--- src/rtl/dmem_port_arbiter.sv ---
// Two-port round-robin arbiter in front of a single-port 32-bit data memory.
// Optional build macro MISALIGN_CHECK_EN turns unaligned addresses into error responses.
module dmem_port_arbiter #(
  parameter int DEPTH = 64,
  parameter int AW    = 32
) (
  input  logic          clk,
  input  logic          reset_n,
  input  logic          p0_req_valid,
  output logic          p0_req_ready,
  input  logic          p0_req_we,
  input  logic [AW-1:0] p0_req_addr,
  input  logic [31:0]   p0_req_wdata,
  output logic          p0_rsp_valid,
  input  logic          p0_rsp_ready,
  output logic [31:0]   p0_rsp_rdata,
  output logic          p0_rsp_err,
  input  logic          p1_req_valid,
  output logic          p1_req_ready,
  input  logic          p1_req_we,
  input  logic [AW-1:0] p1_req_addr,
  input  logic [31:0]   p1_req_wdata,
  output logic          p1_rsp_valid,
  input  logic          p1_rsp_ready,
  output logic [31:0]   p1_rsp_rdata,
  output logic          p1_rsp_err,
  output logic          mem_we,
  output logic [AW-1:0] mem_addr,
  output logic [31:0]   mem_wdata,
  input  logic [31:0]   mem_rdata
);

  typedef enum logic {IDLE = 1'b0, RESP = 1'b1} state_t;

  localparam logic [AW-3:0] WORD_DEPTH = (AW-2)'(DEPTH);

  state_t        state_reg, state_next;
  logic          rr_ptr_reg, rr_ptr_next;
  logic          owner_reg, owner_next;
  logic [31:0]   rdata_reg, rdata_next;
  logic          err_reg, err_next;

  logic          winner;
  logic          accept;
  logic          sel_we;
  logic [AW-1:0] sel_addr;
  logic [31:0]   sel_wdata;
  logic          in_range;
  logic          aligned;
  logic          access_ok;

  // A lone requester wins outright; a tie goes to the round-robin pointer.
  assign winner    = (p0_req_valid && p1_req_valid) ? rr_ptr_reg : p1_req_valid;
  assign accept    = (state_reg == IDLE) && (p0_req_valid || p1_req_valid);
  assign sel_we    = winner ? p1_req_we    : p0_req_we;
  assign sel_addr  = winner ? p1_req_addr  : p0_req_addr;
  assign sel_wdata = winner ? p1_req_wdata : p0_req_wdata;
  assign in_range  = sel_addr[AW-1:2] < WORD_DEPTH;

`ifdef MISALIGN_CHECK_EN
  assign aligned = (sel_addr[1:0] == 2'b00);
`else
  assign aligned = 1'b1;
`endif

  assign access_ok = in_range && aligned;

  always_comb begin
    state_next   = state_reg;
    rr_ptr_next  = rr_ptr_reg;
    owner_next   = owner_reg;
    rdata_next   = rdata_reg;
    err_next     = err_reg;
    p0_req_ready = 1'b0;
    p1_req_ready = 1'b0;
    mem_we       = 1'b0;
    mem_addr     = '0;
    mem_wdata    = '0;
    case (state_reg)
      IDLE: begin
        if (accept) begin
          p0_req_ready = !winner;
          p1_req_ready = winner;
          mem_we       = sel_we && access_ok;
          mem_addr     = sel_addr;
          mem_wdata    = sel_wdata;
          // Asynchronous memory read data is captured in the same cycle as the request.
          rdata_next   = (!sel_we && access_ok) ? mem_rdata : 32'd0;
          err_next     = !access_ok;
          owner_next   = winner;
          rr_ptr_next  = !winner;
          state_next   = RESP;
        end
      end
      RESP: begin
        if (owner_reg ? p1_rsp_ready : p0_rsp_ready) begin
          state_next = IDLE;
        end
      end
      default: state_next = IDLE;
    endcase
  end

  always_ff @(posedge clk or negedge reset_n) begin
    if (!reset_n) begin
      state_reg  <= IDLE;
      rr_ptr_reg <= 1'b0;
      owner_reg  <= 1'b0;
      rdata_reg  <= 32'd0;
      err_reg    <= 1'b0;
    end else begin
      state_reg  <= state_next;
      rr_ptr_reg <= rr_ptr_next;
      owner_reg  <= owner_next;
      rdata_reg  <= rdata_next;
      err_reg    <= err_next;
    end
  end

  // Response valid derives from the state register, so an async reset drops it immediately.
  assign p0_rsp_valid = (state_reg == RESP) && !owner_reg;
  assign p1_rsp_valid = (state_reg == RESP) && owner_reg;
  assign p0_rsp_rdata = owner_reg ? 32'd0 : rdata_reg;
  assign p1_rsp_rdata = owner_reg ? rdata_reg : 32'd0;
  assign p0_rsp_err   = !owner_reg && err_reg;
  assign p1_rsp_err   = owner_reg && err_reg;

endmodule
--- config.mk ---
export PLATFORM = sky130hd
export DESIGN_NAME = dmem_port_arbiter
export DESIGN_NICKNAME = d
export VERILOG_FILES = /design/src/rtl/dmem_port_arbiter.sv
export SDC_FILE = /design/constraint.sdc
export NUM_CORES = 1
export LEC_CHECK = 0
export BUFFER_PORTS_ARGS = -buffer_cell sky130_fd_sc_hd__buf_2
export CORE_AREA = 2 2 118 120
export CTS_CLUSTER_DIAMETER = 60
export DETAILED_ROUTE_END_ITERATION = 8
export DIE_AREA = 0 0 120 122
export GPL_ROUTABILITY_DRIVEN = 0
export HOLD_SLACK_MARGIN = 0.08
export MAX_ROUTING_LAYER = met4
export SYNTH_ARGS = -nofsm -noshare
export SYNTH_HDL_FRONTEND = slang
export SYNTH_SLANG_ARGS = --single-unit
--- constraint.sdc ---
create_clock -name clk -period 2.4 [get_ports clk]
set_input_delay 0 -clock clk [delete_from_list [all_inputs] [get_ports clk]]
set_output_delay 0 -clock clk [all_outputs]
set_load 0.005 [all_outputs]
==> metrics.yaml, run 1 <==
finalClockSkew_ns: 0.006700
min-delay-start: "p0_req_addr[24]"
syn_to_final_growth_pct: 75.25
synth_cell_types: 30
r2r-start: "rr_ptr_reg"
antenna_found_initial: 3
critPathKind: "reg -> out"
dp_hpwl_um: 9658
required_ns: 2.40
die-area_mm2: 0.01464
clock_latency_ns: 0.28
period_needed_ns: 2.123
slew_headroom_pct: 44.26
drtPass1Iterations: 4
critPathArrivalTime_ns: 2.12
finalHoldViolCount: 0
whs_ns: 0.2272
die_w_um: 120
clock-sinks: 36
track_usage_pct: 16.80
via_per_inst: 4.390
drt_iter0_drc: 139
ff2ff_setup_slack_ns: 0.32
worst_pin_slew_ns: 0.8361
insertedDiodeCount: 0
yosysSeqAreaShare_pct: 30.89
grt_pass1_wl_um: 19090
synthAdderAreaFrac_pct: 0
portBuffers: 302
ys_ff_latch: 36
r2r_cells: 6
synth.avg_cell_area_um2: 7.575
grt_overflow: 0
synth_compound_area_share_pct: 28.96
num_vias: 3894
end_kind: "primary output"
die_h_um: 122
worstSetupStartpointType: "flop"
yosysWarnings: 0
cp_max_fo: 41
p_leak_nw: 3.003
syn_nets: 553
cts_max_level: 2
drv_slew: 0
hold_end: "err_reg"
tns_ns: 0
largest_reg_flops: 32
outcome: "finished, final reports clean"
p_total_mw: 2.884
final_util_pct: 37.85
ir_worst_vdd_uv: 289.3
io_pins: 303
cts_buffers: 5
post_drt_wl_per_cell_um: 14.24
nets: 875
power_density_mw_per_mm2: 564.2
grt_max_degree: 66
synth_area_mm2: 0.002917
max_clock_freq_mhz: 471.1
drt_wl_total_um: 12630
rsz0062_at_grt: "false"
rows: 43
fillers: 1445
drtAntennaViolNets: 0
start_util_pct: 21.60
finalCritPeriodShare_pct: 88.44
synth_cells: 385
grt_pass1_vias: 3851
yosys.area_share.simple_pct: 30.20
postCtsSetupRepairBufs: 0
cts_tree: "built"
hold_depth: 4
setup_viol: 0
drc_errors: 0
r2r_end: "rdata_reg[21]"
clock_path_buffers: 2
drive_gt1_share_pct: 50.21
muxShareOfSynthArea_pct: 0.6864
core_area_mm2: 0.01350
cap_viol_max_count: 0
synth_top_family_by_area: "simple AND/OR/NAND/NOR gates"
worstHoldPathType: "in -> reg"
root_buffer: "clkbuf_16"
clk_pin_slew_worst_paths_ns: 0.06
synth_xor_area_share_pct: 0
where the power goes:
group	switching [mW]	leakage [nW]	internal [mW]
logic	0.853	2.44	0.671
clock network	0.240	0.0760	0.436
registers	0.0501	0.491	0.634
total	1.14	3.00	1.74
per-stage QoR:
| stage | area [um^2] | setup slack (ns) | std cells |
|---|---|---|---|
| global route | 5111 | 0.08932 | 887 |
| finish | 5111 | 0.2774 | 887 |
| detailed placement | 4593 | 0.3359 | 844 |
| floorplan | 2917 | 0.5906 | 385 |
| CTS | 5096 | 0.1353 | 886 |
| global placement | 4593 | 0.3671 | 844 |
worst max path at each step:
stage | from | endpoint | slack (ns)
after floorplan | rr_ptr_reg | err_reg | 0.59
after global placement | rr_ptr_reg | rdata_reg[20] | 0.37
after detailed placement | rr_ptr_reg | rdata_reg[4] | 0.34
after CTS | rr_ptr_reg | mem_wdata[24] | 0.14
after global routing | rr_ptr_reg | mem_wdata[19] | 0.09
final | rr_ptr_reg | mem_wdata[24] | 0.28
cell families (layout without fill, tap and decap cells):
| logic type | count (synthesis) | in the layout |
|---|---|---|
| buffers and inverters | 66 | 387 |
| AO/OA/AOI/OAI | 107 | 107 |
| flip-flops | 36 | 36 |
| AND/OR/NAND/NOR | 174 | 175 |
| multiplexers | 2 | 2 |
synth_stat cells:
master     count  area, um^2
nor2b_1       35       219.0
inv_2          1       3.750
nand4_4        1       21.27
a211oi_1       1       7.510
inv_1         35       131.4
and2_1        35       219.0
nor3_1         1       5.000
a21oi_1       24       120.1
a22o_1        40       350.3
or3_1          1       6.260
dfrtp_1       36       900.9
o32a_1         1       10.01
mux2i_1        2       20.02
a2111oi_2      1       15.01
o21bai_1       1       7.510
clkbuf_1      27       101.4
or4_1          2       15.01
a21o_1         3       22.52
a41o_2         1       11.26
nand2_1       83       311.6
nor4_1         7       43.79
a221o_1        1       10.01
o21ai_2       30       262.8
nand2b_1       1       6.260
nor2_1         5       18.77
nand3_1        3       15.01
buf_6          3       33.78
a32oi_1        1       8.760
o21ai_1        2       10.01
a211o_1        1       8.760
timing repair:
action                                  CTS  global route
endpoints found under the hold margin    69             0
hold buffers                             35             0
gates resized for setup                   0             2
endpoints found under the setup margin    0            35
layout make-up:
type                            count  area [um^2]  share of cell area [%]
Inverter                           36        135.1                   2.644
Clock buffer                        7        152.6                   2.987
Sequential cell                    36        902.1                   17.65
Timing Repair Buffer              344         1918                   37.53
Multi-Input combinational cell    284         1778                   34.79
Tap cell                          180        225.2                   4.406
layout by cell type (no fill, tap or decap), types with 2 or more instances in the layout:
master	instances
nor2_4	2
dfrtp_1	35
mux2i_1	2
o21ai_2	30
nand2_1	83
inv_1	35
a21o_1	3
nor4_1	7
buf_4	6
nor2b_1	35
a22o_1	40
clkbuf_8	2
a21oi_1	24
o21ai_1	2
clkbuf_16	5
or4_1	2
dlygate4sd3_1	35
and2_1	35
nor2_1	3
buf_2	302
nand3_1	3
critical path, stage by stage, from the launching register on:
cell and delay (ns):
dfrtp_1 0.38, nand2b_1 0.23, and2_1 0.25, buf_4 0.20, nor2_2 0.15, buf_6 0.29
a22o_1 0.20, buf_2 0.11
layer usage:
layer	wire, um	global-route usage [%]	up-vias
met1	4881	18.11	1771
met2	6907	32.60	183
li1	-	-	1926
met5	0	-	-
met4	137	3.162	0
met3	702	2.528	14
Note: power is estimated with default switching activity, not from simulation.
==> inputs of run 2 (changes only) <==
--- a/config.mk
+++ b/config.mk
@@ -5,11 +5,11 @@
 export SDC_FILE = /design/constraint.sdc
 export NUM_CORES = 1
 export LEC_CHECK = 0
-export BUFFER_PORTS_ARGS = -buffer_cell sky130_fd_sc_hd__buf_2
-export CORE_AREA = 2 2 118 120
+export CORE_AREA = 2 2 119 121
 export CTS_CLUSTER_DIAMETER = 60
 export DETAILED_ROUTE_END_ITERATION = 8
-export DIE_AREA = 0 0 120 122
+export DIE_AREA = 0 0 121 123
+export DONT_BUFFER_PORTS = 1
 export GPL_ROUTABILITY_DRIVEN = 0
 export HOLD_SLACK_MARGIN = 0.08
 export MAX_ROUTING_LAYER = met4
==> metrics.yaml, run 2 (synthesized netlist as in run 1, its figures left out) <==
die-area_mm2: 0.01488  # was 0.01464 mm^2
slew_headroom_pct: 35.00  # was 44.26%
cts_max_level: 2  # unchanged
ir_worst_vdd_uv: 307.6  # was 289.3 uV
period_needed_ns: 2.131  # was 2.123 ns
p_int_mw: 1.491  # was 1.740 mW
track_usage_pct: 14.78  # was 16.80%
power_density_mw_per_mm2: 687.3  # was 564.2 mW/mm^2
syn_to_final_growth_pct: 24.07  # was 75.25%
power_frac_seq_pct: 26.8  # was 23.7%
nets: 573  # was 875
drive_gt1_share_pct: 13.30  # was 50.21%
dpl_worst_slack_ns: 0.3174  # was 0.3359 ns
cap_viol_max_count: 0  # unchanged
critPathArrivalTime_ns: 2.13  # was 2.12 ns
drt_wl_total_um: 11550  # was 12630 um
fin_cells: 586  # was 887
rows: 43  # unchanged
p_total_mw: 2.487  # was 2.884 mW
die_w_um: 121  # was 120 um
p_sw_uw: 996.0  # was 1.143 mW
cp_slowest_stage_delay_ns: 0.39  # was 0.38 ns
combPwrFrac_pct: 43.1  # was 52.8%
grt_overflow: 0  # unchanged
end_kind: "primary output"  # unchanged
clock-sinks: 36  # unchanged
largest_reg_flops: 32  # unchanged
insertedDiodeCount: 0  # unchanged
pwr-share-clk_pct: 30.1  # was 23.4%
place_inst: 542  # was 844
clock_path_buffers: 2  # unchanged
finalCritPeriodShare_pct: 88.81  # was 88.44%
p_leak_nw: 1.645  # was 3.003 nW
drc_errors: 0  # unchanged
worst_pin_slew_ns: 0.9724  # was 0.8361 ns
seq_area_um2: 902.1  # unchanged
max_clock_freq_mhz: 469.2  # was 471.1 MHz
crit_chain: "nand2b_1 > and2_1 > buf_4 > nor2_2 > buf_6 > a22o_1"  # was nand2b_1 > and2_1 > buf_4 > nor2_2 > buf_6 > a22o_1 > buf_2
die_h_um: 123  # was 122 um
core_area_mm2: 0.01361  # was 0.01350 mm^2
clk_pin_slew_worst_paths_ns: 0.06  # about the same
fin_ws_ns: 0.2685  # was 0.2774 ns
cts_tree: "built"  # unchanged
root_buffer: "clkbuf_16"  # unchanged
drt_iter0_drc: 203  # was 139
antenna_found_initial: 0  # was 3
grt_max_degree: 68  # was 66
p_sw_share_pct: 40.05  # was 39.64%
final_cell_mix: "nand2_1, a22o_1"  # was buf_2, nand2_1, a22o_1
final_cell_area_mm2: 0.003618  # was 0.005111 mm^2
via_per_inst: 4.870  # was 4.390
worstSetupStartpointType: "flop"  # unchanged
dp_hpwl_um: 9166  # was 9658 um
portBuffers: 0  # was 302
num_vias: 2854  # was 3894
rsz0062_at_grt: "false"  # unchanged
place_area_mm2: 0.003077  # was 0.004593 mm^2
drtAntennaViolNets: 0  # unchanged
whs_ns: 0.1033  # was 0.2272 ns
grt_pass1_vias: 2684  # was 3851
grt_pass1_wl_um: 16190  # was 19090 um
io_pins: 303  # unchanged
cp_slowest_cell: "dfrtp_1"  # unchanged
outcome: "finished, final reports clean"  # unchanged
required_ns: 2.40  # about the same
fillers: 1475  # was 1445
final_util_pct: 26.58  # was 37.85%
mostFrequentLayoutCell: "nand2_1"  # was buf_2
worstHoldPathType: "in -> out"  # was in -> reg
tns_ns: 0  # unchanged
cts_buffers: 5  # unchanged
multi_input_area_mm2: 0.001762  # was 0.001778 mm^2
drv_slew: 0  # unchanged
post_drt_wl_per_cell_um: 19.70  # was 14.24 um
critPathKind: "reg -> out"  # unchanged
clock_latency_ns: 0.28  # about the same
finalClockSkew_ns: 0.01045  # was 0.006700 ns
drtPass1Iterations: 5  # was 4
start_util_pct: 21.43  # was 21.60%
setup_viol: 0  # unchanged
cp_max_fo: 41  # unchanged
finalHoldViolCount: 0  # unchanged
run 2: cell count changes in the layout (fill, tap and decap cells not counted), sizes merged:
| cell | before | now |
|---|---|---|
| buf | 309 | 8 |
| bufinv | 0 | 1 |
| nor2 | 6 | 5 |
| clkbuf | 7 | 5 |
| clkinvlp | 0 | 1 |
| clkinv | 0 | 1 |
run 2: timing repair:
| action | in CTS | in global routing |
|---|---|---|
| hold buffers | 36 | 0 |
| hold endpoints to repair | 69 | 0 |
| resized for setup | 0 | 1 |
| setup endpoints to repair | 0 | 1 |
| buffers inserted | 0 | 0 |
run 2: final cells by class:
cell class | count | area share, %
Multi-Input combinational cell | 283 | 48.69
Sequential cell | 36 | 24.93
Timing Repair Buffer | 43 | 11.79
Tap cell | 180 | 6.224
Inverter | 36 | 3.734
Clock buffer | 5 | 3.458
Clock inverter | 3 | 1.176
run 2: layer usage:
metal  share of wire [%]  GRT usage [%]
met5                   0              -
met4                0.74          2.471
met3                 8.5          3.644
met2                  54          27.84
met1                  36          15.88
run 2: power groups by stage:
stage	registers [mW]	clock network [mW]	logic (mW)
floorplan	0.666	0	0.800
global placement	0.678	0	0.989
detailed placement	0.680	0	1.00
CTS	0.668	0.783	1.08
global route	0.673	0.813	1.18
finish	0.666	0.748	1.07
run 2: path summary, 6_finish.rpt:
kind	startpoint	to	slack (ns)	cells after the start
max	rr_ptr_reg	mem_addr[2]	0.27	6
min	p1_req_addr[27]	mem_addr[27]	0.10	2
max reg2reg	rr_ptr_reg	rdata_reg[21]	0.31	6
min reg2reg	rdata_reg[17]	rdata_reg[17]	0.49	2
max in group asynchronous	reset_n	owner_reg	2.00	2
min in group asynchronous	reset_n	rdata_reg[4]	0.20	2
run 2: critical path, delay by kind of cell (launching register included):
family | cells | cell delay (ns)
flops | 1 | 0.39
buf+inv | 2 | 0.51
compound gates | 1 | 0.26
simple gates | 3 | 0.66
